### config.mk
export PLATFORM = sky130hd
export DESIGN_NAME = dac_sample_sequencer_flat
export DESIGN_NICKNAME = d
export VERILOG_FILES = /design/src/rtl/dac_sample_sequencer_if.sv /design/src/rtl/dac_sample_sequencer.sv /design/src/flat_wrapper.sv
export SDC_FILE = /design/constraint.sdc
export NUM_CORES = 1
export LEC_CHECK = 0
export CORE_MARGIN = 10
export CORE_UTILIZATION = 60
export CTS_BUF_LIST = sky130_fd_sc_hd__clkbuf_4 sky130_fd_sc_hd__clkbuf_8
export CTS_CLUSTER_SIZE = 12
export DETAILED_ROUTE_END_ITERATION = 10
export PLACE_DENSITY = 0.86
export SYNTH_ARGS = -nofsm -noshare
export SYNTH_HDL_FRONTEND = slang
export SYNTH_SLANG_ARGS = --single-unit
export TNS_END_PERCENT = 20
### constraint.sdc
create_clock -name clk -period 6.2 [get_ports clk]
set_input_delay 1.24 -clock clk [delete_from_list [all_inputs] [get_ports clk]]
set_output_delay 1.24 -clock clk [all_outputs]
set_load 0.03 [all_outputs]
### src/rtl/dac_sample_sequencer_if.sv
// rtl/dac_sample_sequencer_if.sv - sample stream and SPI transmitter handshake bundle
// Slave side is the sequencer: it consumes samples and drives the transmitter start/word.
interface dac_sample_sequencer_if;
  logic [11:0] s_data;
  logic        s_valid;
  logic        s_ready;
  logic        spi_busy;
  logic        tx_start;
  logic [15:0] tx_data;

  modport master (
    output s_data, s_valid, spi_busy,
    input  s_ready, tx_start, tx_data
  );

  modport slave (
    input  s_data, s_valid, spi_busy,
    output s_ready, tx_start, tx_data
  );
endinterface

### src/rtl/dac_sample_sequencer.sv
// rtl/dac_sample_sequencer.sv - fixed-rate MCP4821 command sequencer with sample FIFO
// Optional saturating underrun counter enabled by DAC_SEQ_UNDERRUN_CNT_EN.
module dac_sample_sequencer #(
  parameter int SAMPLE_PERIOD_CLK_CYCLES = 1000,
  parameter int FIFO_DEPTH               = 4
) (
  input  logic                         clk,
  input  logic                         rst_n,
  input  logic                         enable,
  input  logic                         gain_2x,
  input  logic                         shutdown,
  dac_sample_sequencer_if.slave        bus,
  output logic [$clog2(FIFO_DEPTH):0]  fifo_level,
  output logic                         underrun,
  output logic                         late,
  output logic [7:0]                   underrun_count
);

  localparam int AW = $clog2(FIFO_DEPTH);
  localparam int CW = $clog2(SAMPLE_PERIOD_CLK_CYCLES);
  localparam logic [CW-1:0] CNT_MAX = CW'(SAMPLE_PERIOD_CLK_CYCLES - 1);
  localparam logic [CW-1:0] CNT_ONE = CW'(1);
  localparam logic [AW:0]   PTR_ONE = (AW + 1)'(1);

  typedef enum logic [1:0] {
    IDLE,
    LAUNCH,
    WAIT_BUSY,
    WAIT_DONE
  } state_t;

  state_t        state;
  state_t        state_next;
  logic [CW-1:0] tick_cnt;
  logic          tick;
  logic          pending;
  logic          pending_next;
  logic          pop;
  logic          push;
  logic          empty;
  logic          full_next;
  logic          underrun_next;
  logic          s_ready_q;
  logic [15:0]   tx_data_q;
  logic [AW:0]   wr_ptr;
  logic [AW:0]   rd_ptr;
  logic [AW:0]   wr_ptr_next;
  logic [AW:0]   rd_ptr_next;
  logic [11:0]   mem [FIFO_DEPTH];

  // Tick generator: counter is held at zero whenever the sequencer is not enabled.
  assign tick = enable && (tick_cnt == CNT_MAX);

  always_ff @(posedge clk or negedge rst_n) begin
    if (!rst_n) begin
      tick_cnt <= '0;
    end else if (!enable || tick) begin
      tick_cnt <= '0;
    end else begin
      tick_cnt <= tick_cnt + CNT_ONE;
    end
  end

  assign empty       = (wr_ptr == rd_ptr);
  assign push        = bus.s_valid && s_ready_q;
  assign wr_ptr_next = push ? (wr_ptr + PTR_ONE) : wr_ptr;
  assign rd_ptr_next = pop  ? (rd_ptr + PTR_ONE) : rd_ptr;
  assign full_next   = (wr_ptr_next[AW] != rd_ptr_next[AW]) &&
                       (wr_ptr_next[AW-1:0] == rd_ptr_next[AW-1:0]);
  assign fifo_level  = wr_ptr - rd_ptr;

  always_ff @(posedge clk) begin
    if (push) begin
      mem[wr_ptr[AW-1:0]] <= bus.s_data;
    end
  end

  // s_ready is registered from the next-cycle full flag so it tracks !full exactly.
  always_ff @(posedge clk or negedge rst_n) begin
    if (!rst_n) begin
      wr_ptr    <= '0;
      rd_ptr    <= '0;
      s_ready_q <= 1'b0;
    end else begin
      wr_ptr    <= wr_ptr_next;
      rd_ptr    <= rd_ptr_next;
      s_ready_q <= !full_next;
    end
  end

  always_comb begin
    state_next    = state;
    pending_next  = pending;
    pop           = 1'b0;
    underrun_next = 1'b0;
    if (tick && (state != IDLE)) begin
      pending_next = 1'b1;
    end
    case (state)
      IDLE: begin
        if (tick || pending) begin
          pending_next = 1'b0;
          if (empty) begin
            underrun_next = 1'b1;
          end else begin
            pop        = 1'b1;
            state_next = LAUNCH;
          end
        end
      end
      LAUNCH:    state_next = WAIT_BUSY;
      WAIT_BUSY: if (bus.spi_busy) state_next = WAIT_DONE;
      WAIT_DONE: if (!bus.spi_busy) state_next = IDLE;
      default:   state_next = IDLE;
    endcase
  end

  always_ff @(posedge clk or negedge rst_n) begin
    if (!rst_n) begin
      state     <= IDLE;
      pending   <= 1'b0;
      underrun  <= 1'b0;
      late      <= 1'b0;
      tx_data_q <= 16'h3000;
    end else begin
      state    <= state_next;
      pending  <= pending_next;
      underrun <= underrun_next;
      late     <= tick && pending;
      if (pop) begin
        tx_data_q <= {1'b0, 1'b0, ~gain_2x, ~shutdown, mem[rd_ptr[AW-1:0]]};
      end
    end
  end

  assign bus.tx_start = (state == LAUNCH);
  assign bus.tx_data  = tx_data_q;
  assign bus.s_ready  = s_ready_q;

`ifdef DAC_SEQ_UNDERRUN_CNT_EN
  logic [7:0] underrun_cnt_q;

  always_ff @(posedge clk or negedge rst_n) begin
    if (!rst_n) begin
      underrun_cnt_q <= 8'h00;
    end else if (underrun && (underrun_cnt_q != 8'hFF)) begin
      underrun_cnt_q <= underrun_cnt_q + 8'h01;
    end
  end

  assign underrun_count = underrun_cnt_q;
`else
  assign underrun_count = 8'h00;
`endif

endmodule
### src/flat_wrapper.sv
// flat-port wrapper written by rule: the top's interface ports become plain ports
module dac_sample_sequencer_flat 
#(
  parameter int SAMPLE_PERIOD_CLK_CYCLES = 1000,
  parameter int FIFO_DEPTH               = 4
)
  (clk, rst_n, enable, gain_2x, shutdown, fifo_level, underrun, late, underrun_count, bus_s_data, bus_s_valid, bus_spi_busy, bus_s_ready, bus_tx_start, bus_tx_data);
  dac_sample_sequencer_if bus_i ();
  input  logic clk;
  input  logic rst_n;
  input  logic enable;
  input  logic gain_2x;
  input  logic shutdown;
  output logic [$clog2(FIFO_DEPTH):0] fifo_level;
  output logic underrun;
  output logic late;
  output logic [7:0] underrun_count;
  input wire logic [$bits(bus_i.s_data)-1:0] bus_s_data;
  input wire logic [$bits(bus_i.s_valid)-1:0] bus_s_valid;
  input wire logic [$bits(bus_i.spi_busy)-1:0] bus_spi_busy;
  output wire logic [$bits(bus_i.s_ready)-1:0] bus_s_ready;
  output wire logic [$bits(bus_i.tx_start)-1:0] bus_tx_start;
  output wire logic [$bits(bus_i.tx_data)-1:0] bus_tx_data;
  assign bus_i.s_data = bus_s_data;
  assign bus_i.s_valid = bus_s_valid;
  assign bus_i.spi_busy = bus_spi_busy;
  assign bus_s_ready = bus_i.s_ready;
  assign bus_tx_start = bus_i.tx_start;
  assign bus_tx_data = bus_i.tx_data;
  dac_sample_sequencer #(.SAMPLE_PERIOD_CLK_CYCLES(SAMPLE_PERIOD_CLK_CYCLES), .FIFO_DEPTH(FIFO_DEPTH)) u_core (.clk(clk), .rst_n(rst_n), .enable(enable), .gain_2x(gain_2x), .shutdown(shutdown), .bus(bus_i), .fifo_level(fifo_level), .underrun(underrun), .late(late), .underrun_count(underrun_count));
endmodule
# Yosys cells after proc, flatten, opt, wreduce, memory -nomap -nowiden
# Memories as Yosys holds them, arrays and structs flattened. A register that Yosys moved wholly into a read port is not among the register bits.
# Cells that the tools add are included.
[classes]
n_div = 0
n_mux = 19
n_mul = 0
n_reduce_logical = 13
bitwise = 2
shifts = 0
addsub = 4
order_cmp = 0
n_eq_ne = 11
[ops]
columns = ["operator", "count"]
rows = [
  ["$mux W1", 11],
  ["$add A10 B1 Y10 const B", 1],
  ["$eq A10 B10 Y1 const B", 1],
  ["$mux W10", 1],
  ["$mux W2", 4],
  ["$pmux W2 S4", 1],
  ["$add A3 B1 Y3 const B", 2],
  ["$mux W3", 2],
  ["$ne A2 B2 Y1 const B", 3],
  ["$logic_and A1 B1 Y1", 5],
  ["$eq A2 B2 Y1 const B", 2],
  ["$reduce_and A4 Y1", 1],
  ["$eq A3 B3 Y1", 1],
  ["$logic_not A1 Y1", 3],
  ["$sub A3 B3 Y3", 1],
  ["$eq A2 B1 Y1 const B", 1],
  ["$eq A2 B2 Y1", 1],
  ["$logic_not A2 Y1", 1],
  ["$logic_or A1 B1 Y1", 2],
  ["$ne A2 B1 Y1 const B", 1],
  ["$not A1 Y1", 2],
  ["$reduce_bool A2 Y1", 1],
  ["$ne A1 B1 Y1", 1],
]
[word_totals]
mem_bits_rw = 48
rom_bits = 0
wordCells = 59
latchBits = 0
n_memories = 1
ff_bits = 36
in_bits = 19
[memory_table]
columns = ["name", "depth", "width", "read_ports", "rd_ports_with_merged_regs", "write_ports", "line", "rtl"]
rows = [
  ["u_core.mem", 4, 12, 1, 1, 1, "dac_sample_sequencer.sv:49", "logic [11:0] mem [FIFO_DEPTH];"],
]

# Depth between registers and ports, before layout
# Gate-level depths: netlist of the first run.
[logic_depth]
depth_word = 9
mapped_depth = 9

# Worst setup path after synthesis of the first run
# No wires, ideal clock.
[synth_timing]
path_type = "register to output"
startpoint = "reg u_core.wr_ptr[0]"
endpoint = "out fifo_level[2]"
n_path_buf = 0
setup_slack_ns = 3.364
arrival_ns = 1.596
path_stages_with_launch = 5
path_cell_list = "dfrtp_1 inv_1 ha_1 fa_1 xnor2_1"
[synth_via]
elab_chain_len = 1
[synth_rtl]
columns = ["item", "line", "rtl"]
rows = [
  ["start: declaration", "dac_sample_sequencer.sv:45", "logic [AW:0] wr_ptr;"],
  ["start signal: assignment", "dac_sample_sequencer.sv:85", "wr_ptr <= wr_ptr_next;"],
  ["$sub A3 B3 Y3", "dac_sample_sequencer.sv:70", "assign fifo_level = wr_ptr - rd_ptr;"],
  ["end: declaration", "flat_wrapper.sv:14", "output logic [$clog2(FIFO_DEPTH):0] fifo_level;"],
]
# No other way between the ends.

# Final worst setup path of the first run
[layout_timing]
startpoint = "reg u_core.rd_ptr[0]"
endpoint = "out fifo_level[1]"
[layout_via]
elab_chain_len = 1
[layout_rtl]
columns = ["item", "line", "rtl"]
rows = [
  ["start: declaration", "dac_sample_sequencer.sv:46", "logic [AW:0] rd_ptr;"],
  ["start signal: assignment", "dac_sample_sequencer.sv:86", "rd_ptr <= rd_ptr_next;"],
  ["$sub A3 B3 Y3", "dac_sample_sequencer.sv:70", ""],
]
# No other way between the ends.

==> results.sh, run 1 <==
export IMPL_drive_gt1_frac=0.111
export IMPL_synth_top_cell_by_area="edfxtp_1"
export IMPL_netlist_cell_type_count=40
export IMPL_synth_top_family_by_area="simple AND/OR/NAND/NOR gates"
export IMPL_r2r_setup_slack_ns=3.44
export IMPL_clock_latency_ns=0.35
export IMPL_cts_tree="done"
export IMPL_synth_fa_ha_area_frac=0.0474
export IMPL_power_density_nw_per_um2=356
export IMPL_synth_area_um2=3590
export IMPL_fp_row_count=28
export IMPL_async_flop_share=0.429
export IMPL_grt_use_total=0.138
export IMPL_grt_first_pass_wirelength_mm=10.4
export IMPL_n_antenna_cell=0
export IMPL_maxSlewViolCount=0
export IMPL_dieArea_um2=9470
export IMPL_crit_type="reg -> out"
export IMPL_numCtsBuffers=9
export IMPL_die_y_um=97.3
export IMPL_crit_chain="ha_1 -> fa_1 -> inv_1 -> clkdlybuf4s50_1"
export IMPL_drc_errors=0
export IMPL_ys_flop_type="edfxtp_1"
export IMPL_drt_first_pass_iters=4
export IMPL_worstSetupStartpoint="u_core.rd_ptr[0]"
export IMPL_crit_fanout=16
export IMPL_portBuffers=39
export IMPL_worst_path_buf_inv=2
export IMPL_cts_resized=0
export IMPL_use_met2=0.233
export IMPL_period_minus_slack_ns=3.95
export IMPL_synth_xor_xnor_area_share=0.0436
export IMPL_synth_edf_count=48
export IMPL_place_hpwl_mm=4.41
export IMPL_critPathRequiredTime_ns=4.96
export IMPL_endpoint_kind="output port"
export IMPL_coreArea_um2=5850
export IMPL_syn_area_per_cell_um2=14.0
export IMPL_grtUsageMet3=0.0356
export IMPL_rr_startpoint="u_core.rd_ptr[0]"
export IMPL_grt_max_degree=37
export IMPL_skew_ns=0.0131
export IMPL_via_per_inst=5.39
export IMPL_path_depth=4
export IMPL_yosys_area_share_simple=0.114
export IMPL_clock_tree_root_cell="clkbuf_8"
export IMPL_synth_most_common_cell="edfxtp_1"
export IMPL_reg2reg_depth=5
export IMPL_tightest_slew_ns=0.909
export IMPL_setup_viol=0
export IMPL_overflow=0
export IMPL_peakVddDrop_uv=222
export IMPL_fin_crit_sh=0.638
export IMPL_htreeDepth=3
export IMPL_met1_usage=0.156
export IMPL_dp_cells=364
export IMPL_wire_per_inst_um=16.5
export IMPL_area_growth_pct=17.8
export IMPL_postCtsSetupBuffers=0
export IMPL_clkTransAtPathRegs_ns=0.09
export IMPL_busiest_layer="met2"
export IMPL_antenna_found_initial=0
export IMPL_crit_slowest_cell="dfrtp_1"
export IMPL_postRouteAntennaNets=0
export IMPL_slowest_delay_ns=0.94
export IMPL_ys_ff_latch=84
export IMPL_startpoint_type="register"
export IMPL_grt_pass1_vias=2131
export IMPL_tns_ns=0
export IMPL_dieWidth_um=97.3
export IMPL_totalWireLength_mm=6.28
export IMPL_max_freq_mhz=253
export IMPL_syn_inst=257
export IMPL_hold_violations=0
export IMPL_synth_area_top_cells="edfxtp_1 (40%), dfrtp_1 (24%), mux4_2 (7.5%)"
export IMPL_cp_endpoint="fifo_level[1]"
export IMPL_place_congestion=0.770
export IMPL_worstPathArrival_ns=2.71
export IMPL_cts_hold_buffers_added=0
export IMPL_seq_area_frac_synth=0.653
export IMPL_synth_common_cells="edfxtp_1 (48), nand2_1 (46), dfrtp_1 (34)"
export IMPL_first_iter_violations=119
export IMPL_fin_nets=332
export IMPL_pin_count=50
export IMPL_synthMuxAreaShare=0.0795
export IMPL_start_util=0.613
export IMPL_cts_sinks=84
export IMPL_yosysTopAreaCellShare=0.402
export IMPL_vias=2048
export IMPL_ctsLongestPathBuffers=2
export IMPL_r2r_end="u_core.bus.s_ready"
export IMPL_hold_path_class="reg -> reg"
export IMPL_slew_headroom=0.394
export IMPL_yosys_warnings=0
export IMPL_leakage_uw=0.00171
export IMPL_stdcell_count=380
export IMPL_n_fill_cell=375
export IMPL_synth_compound_area_frac=0.0206
export IMPL_finalPower_uw=1510
export IMPL_status="finished clean"
export IMPL_critical_path_top_delay_family="flip-flops"
export IMPL_drv_cap=0
export IMPL_grt_setup_unrepaired="no"
-- worst min-delay path by stage --
stage / start / to / slack [ns] / cells past startpoint
floorplan: u_core.tick_cnt[0] / u_core.tick_cnt[0] / 0.46 / 1
global placement: u_core.bus.tx_data[4] / u_core.bus.tx_data[4] / 0.46 / 2
detailed placement: u_core.bus.tx_data[9] / u_core.bus.tx_data[9] / 0.47 / 2
CTS: u_core.bus.tx_data[12] / u_core.bus.tx_data[12] / 0.49 / 2
global route: u_core.bus.tx_data[3] / u_core.bus.tx_data[3] / 0.51 / 2
finish: u_core.bus.tx_data[9] / u_core.bus.tx_data[9] / 0.48 / 2
-- cells by family (layout without fill, tap and decap cells) --
kind of cell             after synthesis  count (layout)
AND/OR/NAND/NOR                       90              90
flip-flops                            84              84
buffers and inverters                 28              67
XOR/XNOR                              17              17
adder cells (fa/ha/maj)               13              13
multiplexers                          13              13
AO/OA/AOI/OAI                         11              11
other                                  1              10
-- cells in the final DEF (no fill, tap or decap), drive strengths merged, types with 2 or more instances in the layout --
cell type	instances
edfxtp	48
conb	10
nor2	13
xor2	5
dfstp	2
clkdlybuf4s50	39
inv	12
nor3	5
xnor2	12
ha	12
and2	2
nand2	46
clkbuf	10
bufinv	2
dfrtp	34
and3	6
o21ai	5
nand3	7
mux4	12
clkinv	2
nand2b	2
-- worst register-to-register path: stages, from the launching register on --
cell	delay, ns
dfrtp_1	0.94
ha_1	0.39
nand3_1	0.18
nand3b_1	0.56
a221oi_1	0.46
nor3_1	0.09
-- stage by stage --
step           utilization  setup WS [ns]  hold slack, ns  cell area (µm²)
2_1_floorplan            -           3.36           0.455             3620
3_3_place_gp         0.685           2.59           0.462             4010
3_5_place_dp         0.685           2.57           0.469             4010
4_1_cts              0.723           2.19           0.487             4230
5_1_grt              0.723           2.06           0.514             4230
6_report             0.723           2.25           0.481             4230
-- metal layers --
| metal | up-vias | share of wire |
|---|---|---|
| met5 | - | 0 |
| met4 | 0 | 0.023 |
| met1 | 1014 | 0.42 |
| met3 | 13 | 0.047 |
| li1 | 965 | - |
| met2 | 56 | 0.51 |
-- where the power goes --
part | total, µW | switching [µW] | internal [µW]
logic | 363 | 212 | 151
clock network | 419 | 188 | 232
registers | 724 | 37.3 | 687
-- cell type report --
cell class	instances	area, µm²	share of cell area
Sequential cell	84	2340	0.555
Multi-Input combinational cell	154	1130	0.268
Clock inverter	6	87.6	0.0207
Tap cell	75	93.8	0.0222
Timing Repair Buffer	40	398	0.0941
Inverter	11	41.3	0.00977
Clock buffer	10	131	0.0311
-- state kept, by name, summed over array words and instances (netlist names) --
signal              count
u_core.late             1
u_core.underrun         1
u_core.state            2
u_core.bus.tx_data     14
u_core.bus.s_ready      1
u_core.pending          1
u_core.tick_cnt        10
u_core.mem             48
u_core.wr_ptr           3
u_core.rd_ptr           3
(Power assumes the default switching activity.)
==> run 2, diff against run 1 <==
--- a/config.mk
+++ b/config.mk
@@ -6,11 +6,11 @@
 export NUM_CORES = 1
 export LEC_CHECK = 0
 export CORE_MARGIN = 10
-export CORE_UTILIZATION = 60
+export CORE_UTILIZATION = 56
 export CTS_BUF_LIST = sky130_fd_sc_hd__clkbuf_4 sky130_fd_sc_hd__clkbuf_8
 export CTS_CLUSTER_SIZE = 12
 export DETAILED_ROUTE_END_ITERATION = 10
-export PLACE_DENSITY = 0.86
+export PLACE_DENSITY = 0.81
 export SYNTH_ARGS = -nofsm -noshare
 export SYNTH_HDL_FRONTEND = slang
 export SYNTH_SLANG_ARGS = --single-unit
==> constraint.sdc (replaced) <==
create_clock -name clk -period 3.8 [get_ports clk]
set_input_delay 0.76 -clock clk [delete_from_list [all_inputs] [get_ports clk]]
set_output_delay 0.76 -clock clk [all_outputs]
set_load 0.03 [all_outputs]
==> run 2 against run 1 <==
  * Register-to-register slack worse by 2.1 ns
  * Final area is 0.65% lower
  * Die area is 5.7% higher
  * Via count is 0.93% higher
  * Core utilization is 5.4 points lower
  * Sequential share of layout area is 0.36 points higher
  * Critical endpoint unchanged
==> results.sh, run 2 (same netlist as run 1, synthesis figures left out) <==
export IMPL_path_depth=3
export IMPL_cp_endpoint="fifo_level[1]"
export IMPL_multi_input_area_um2=1130
export IMPL_n_antenna_cell=0
export IMPL_coreArea_um2=6280
export IMPL_final_common_cell="edfxtp_1"
export IMPL_rr_startpoint="u_core.rd_ptr[1]"
export IMPL_cts_resized=0
export IMPL_clkTransAtPathRegs_ns=0.09
export IMPL_crit_fanout=17
export IMPL_first_iter_violations=130
export IMPL_portBuffers=39
export IMPL_area_growth_pct=17.1
export IMPL_crit_chain="fa_1 -> inv_1 -> clkdlybuf4s50_1"
export IMPL_fin_crit_sh=0.831
export IMPL_fp_row_count=29
export IMPL_hold_violations=0
export IMPL_status="finished clean"
export IMPL_skew_ns=0.00972
export IMPL_leakage_uw=0.00169
export IMPL_critical_path_top_delay_family="flip-flops"
export IMPL_place_congestion=0.821
export IMPL_final_cell_mix="edfxtp_1 (48), nand2_1 (46), clkdlybuf4s50_1 (39)"
export IMPL_max_freq_mhz=317
export IMPL_startpoint_type="register"
export IMPL_r2r_end="u_core.bus.s_ready"
export IMPL_clock_latency_ns=0.35
export IMPL_grt_setup_unrepaired="no"
export IMPL_timing_final_ws_setup_ns=0.642
export IMPL_antenna_found_initial=0
export IMPL_drc_errors=0
export IMPL_dieArea_um2=10000
export IMPL_worstSetupStartpoint="u_core.rd_ptr[1]"
export IMPL_totalWireLength_mm=6.34
export IMPL_crit_slowest_cell="dfrtp_1"
export IMPL_cts_hold_buffers_added=0
export IMPL_tns_ns=0
export IMPL_peakVddDrop_uv=379
export IMPL_largest_register_ffs=48
export IMPL_postCtsSetupBuffers=0
export IMPL_critPathRequiredTime_ns=3.04
export IMPL_worst_path_buf_inv=2
export IMPL_postRouteAntennaNets=0
export IMPL_crit_type="reg -> out"
export IMPL_grt_pass1_vias=2145
export IMPL_vias=2067
export IMPL_drive_gt1_frac=0.114
export IMPL_endpoint_kind="output port"
export IMPL_slowest_delay_ns=0.81
export IMPL_hold_path_class="reg -> reg"
export IMPL_via_per_inst=5.38
export IMPL_r2r_setup_slack_ns=1.39
export IMPL_drt_first_pass_iters=4
export IMPL_min_from="u_core.bus.tx_data[10]"
export IMPL_slew_headroom=0.527
export IMPL_place_ws_ns=0.982
export IMPL_die_y_um=100
export IMPL_reg2reg_depth=6
export IMPL_grt_first_pass_wirelength_mm=10.6
export IMPL_period_minus_slack_ns=3.16
export IMPL_fin_nets=334
export IMPL_ctsLongestPathBuffers=2
export IMPL_place_hpwl_mm=4.51
export IMPL_power_density_nw_per_um2=556
export IMPL_n_fill_cell=485
export IMPL_tightest_slew_ns=0.710
export IMPL_maxSlewViolCount=0
export IMPL_pin_count=50
export IMPL_dieWidth_um=100
export IMPL_design_area_um2=4200
export IMPL_cts_sinks=84
export IMPL_grt_use_total=0.135
export IMPL_numCtsBuffers=9
export IMPL_drv_cap=0
export IMPL_cts_tree="done"
export IMPL_setup_viol=0
export IMPL_overflow=0
export IMPL_htreeDepth=3
export IMPL_grt_max_degree=37
export IMPL_clock_tree_root_cell="clkbuf_8"
export IMPL_start_util=0.572
export IMPL_wire_per_inst_um=16.5
export IMPL_worstPathArrival_ns=2.40
export IMPL_placed_cell_area_um2=4030
export IMPL_register_area_um2=2340
run 2: how the worst min path moves through the flow:
stage                                   to  slack, ns  cells after the start
finish              u_core.bus.tx_data[10]       0.49                      2
global route        u_core.bus.tx_data[11]       0.53                      2
CTS                 u_core.bus.tx_data[10]       0.49                      2
detailed placement  u_core.bus.tx_data[10]       0.47                      2
global placement    u_core.bus.tx_data[11]       0.46                      2
floorplan               u_core.bus.s_ready       0.46                      0
run 2: per-stage QoR:
stage                     std cells   util  hold slack [ns]  power [µW]
after floorplan                 266      -            0.455        1600
after CTS                       384  0.669            0.491        2360
after detailed placement        368  0.641            0.470        1800
after global routing            384  0.669            0.531        2470
final                           384  0.669            0.490        2340
after global placement          368  0.641            0.464        1770
run 2: layout make-up:
type                    count  area share
well taps                  77      0.0229
flip-flops and latches     84       0.558
repair buffers             42      0.0983
clock inverters             7      0.0119
clock buffers               9      0.0295
multi-input cells         154       0.269
inverters                  11     0.00983
run 2: worst min-delay path, stage by stage, from the launching register on:
cell	delay, ns
dfrtp_1	0.35
nand2_1	0.05
nand2_1	0.06
run 2: report_power, final:
part           total [µW]  switching [µW]  internal (µW)
clock                 563             323            241
sequential           1180            62.4           1120
combinational         589             342            247
total                2340             727           1610
run 2: per-layer routing:
metal	part of all wire	GRT usage	vias up
met5	0	0	-
met2	0.50	0.219	49
li1	-	-	975
met3	0.067	0.0419	14
met4	0.022	0.0652	0
met1	0.41	0.160	1029
==> run 3, diff against run 2 <==
==> constraint.sdc (replaced) <==
create_clock -name clk -period 3.04 [get_ports clk]
set_input_delay 0.608 -clock clk [delete_from_list [all_inputs] [get_ports clk]]
set_output_delay 0.608 -clock clk [all_outputs]
set_load 0.03 [all_outputs]
==> run 3 against run 2 <==
  * Register-to-register slack got worse by 0.54 ns
  * Core utilization increased by 1.2 points
  * Die area unchanged
  * Final area grew 1.8%
  * Critical path depth is 2 higher
  * Via count fell by 2.4%
  * Combinational power grew 22%
  * Wire length shrank 1.2%
  * Sequential share of layout area is 0.96 points lower
  * Clock skew grew 0.0021 ns
  * Critical path type unchanged
==> results.sh, run 3 (same netlist as run 1, synthesis figures left out) <==
export IMPL_status="finished clean"
export IMPL_slew_headroom=0.582
export IMPL_ctsLongestPathBuffers=2
export IMPL_totalWireLength_mm=6.27
export IMPL_placed_cell_area_um2=4040
export IMPL_place_hpwl_mm=4.39
export IMPL_overflow=0
export IMPL_drc_errors=0
export IMPL_final_cell_mix="edfxtp_1 (48), nand2_1 (46), clkdlybuf4s50_1 (38)"
export IMPL_whs_path_depth=2
export IMPL_design_area_um2=4270
export IMPL_wl_met3_um=320
export IMPL_cts_sinks=84
export IMPL_n_antenna_cell=0
export IMPL_leakage_uw=0.00174
export IMPL_vias=2017
export IMPL_fin_nets=336
export IMPL_tightest_slew_ns=0.627
export IMPL_cts_tree="done"
export IMPL_largest_register_ffs=48
export IMPL_coreArea_um2=6280
export IMPL_cts_hold_buffers_added=0
export IMPL_maxSlewViolCount=0
export IMPL_setup_viol=0
export IMPL_fin_crit_sh=0.938
export IMPL_startpoint_type="register"
export IMPL_peakVddDrop_uv=436
export IMPL_fin_hold_ws_ns=0.482
export IMPL_endpoint_kind="output port"
export IMPL_max_freq_mhz=351
export IMPL_postCtsSetupBuffers=0
export IMPL_top_layer="met4"
export IMPL_postRouteAntennaNets=0
export IMPL_final_common_cell="edfxtp_1"
export IMPL_crit_type="reg -> out"
export IMPL_hold_violations=0
export IMPL_hold_end="u_core.bus.tx_data[10]"
export IMPL_pin_count=50
export IMPL_wl_met1_mm=2.81
export IMPL_n_fill_cell=448
export IMPL_htreeDepth=3
export IMPL_period_minus_slack_ns=2.85
export IMPL_place_congestion=0.765
export IMPL_start_util=0.572
export IMPL_clock_latency_ns=0.35
export IMPL_cts_resized=0
export IMPL_antenna_found_initial=0
export IMPL_dr_wl_met2_mm=3.06
export IMPL_stdcell_count=386
export IMPL_first_iter_violations=122
export IMPL_portBuffers=39
export IMPL_grt_max_degree=37
export IMPL_r2r_setup_slack_ns=0.85
export IMPL_grt_first_pass_wirelength_mm=10.3
export IMPL_worstPathArrival_ns=2.24
export IMPL_skew_ns=0.0119
export IMPL_hold_path_class="reg -> reg"
export IMPL_critPathRequiredTime_ns=2.43
export IMPL_wire_per_inst_um=16.2
export IMPL_drv_cap=0
export IMPL_r2r_end="u_core.rd_ptr[2]"
export IMPL_crit_fanout=4
export IMPL_power_density_nw_per_um2=725
export IMPL_final_core_util=0.681
export IMPL_rr_startpoint="u_core.tick_cnt[0]"
export IMPL_min_from="u_core.bus.tx_data[10]"
export IMPL_numCtsBuffers=9
export IMPL_reg2reg_depth=6
export IMPL_via_per_inst=5.23
export IMPL_grt_pass1_vias=2067
export IMPL_clock_tree_root_cell="clkbuf_8"
export IMPL_grt_setup_unrepaired="no"
export IMPL_dieWidth_um=100
export IMPL_drt_first_pass_iters=4
export IMPL_die_y_um=100
export IMPL_dp_cells=370
export IMPL_fp_row_count=29
export IMPL_tns_ns=0
export IMPL_dieArea_um2=10000
export IMPL_clkTransAtPathRegs_ns=0.09
export IMPL_grt_use_total=0.131
export IMPL_area_growth_pct=19.1
export IMPL_drive_gt1_frac=0.123
## run 3: cell types whose count changed in the layout (fill, tap and decap cells not counted), sizes merged
cell and change:
clkinvlp -2, buf +2, bufinv +2, clkdlybuf4s50 -1, dlymetal6s2s +1
## run 3: per-stage QoR
step / power, µW / setup WS, ns
floorplan: 2000 / 0.836
CTS: 3140 / 0.0945
detailed placement: 2240 / 0.423
global placement: 2220 / 0.494
global route: 3270 / 0.0769
finish: 3100 / 0.188
## run 3: critical path: stages (launching register included)
cell and delay (ns):
dfrtp_1 0.42, inv_1 0.13, ha_1 0.21, fa_1 0.42
inv_1 0.06, clkdlybuf4s50_1 0.66
## run 3: how the worst max path moves through the flow
| stage | endpoint | slack, ns | depth (start not counted) | startpoint |
|---|---|---|---|---|
| after global placement | u_core.rd_ptr[2] | 0.49 | 6 | enable |
| after detailed placement | u_core.bus.s_ready | 0.42 | 6 | enable |
| after floorplan | fifo_level[2] | 0.84 | 4 | u_core.wr_ptr[0] |
| after global routing | fifo_level[1] | 0.08 | 5 | u_core.wr_ptr[0] |
| after CTS | fifo_level[2] | 0.09 | 5 | u_core.wr_ptr[0] |
| final | fifo_level[1] | 0.19 | 5 | u_core.wr_ptr[0] |
## run 3: layout make-up
class,instances,area [µm²],share of cell area
flip-flops and latches,84,2340,0.549
well taps,77,96.3,0.0225
multi-input cells,154,1130,0.265
clock buffers,9,124,0.0290
repair buffers,44,430,0.101
inverters,11,41.3,0.00966
clock inverters,7,106,0.0249
## run 3: power breakdown
| part | switching [µW] | internal (µW) |
|---|---|---|
| combinational | 417 | 304 |
| sequential | 78.5 | 1400 |
| clock | 423 | 477 |
## run 3: routing by layer
| metal | vias up | track usage |
|---|---|---|
| li1 | 976 | - |
| met1 | 991 | 0.162 |
| met2 | 43 | 0.210 |
| met3 | 7 | 0.0391 |
| met4 | 0 | 0.0522 |
| met5 | - | 0 |
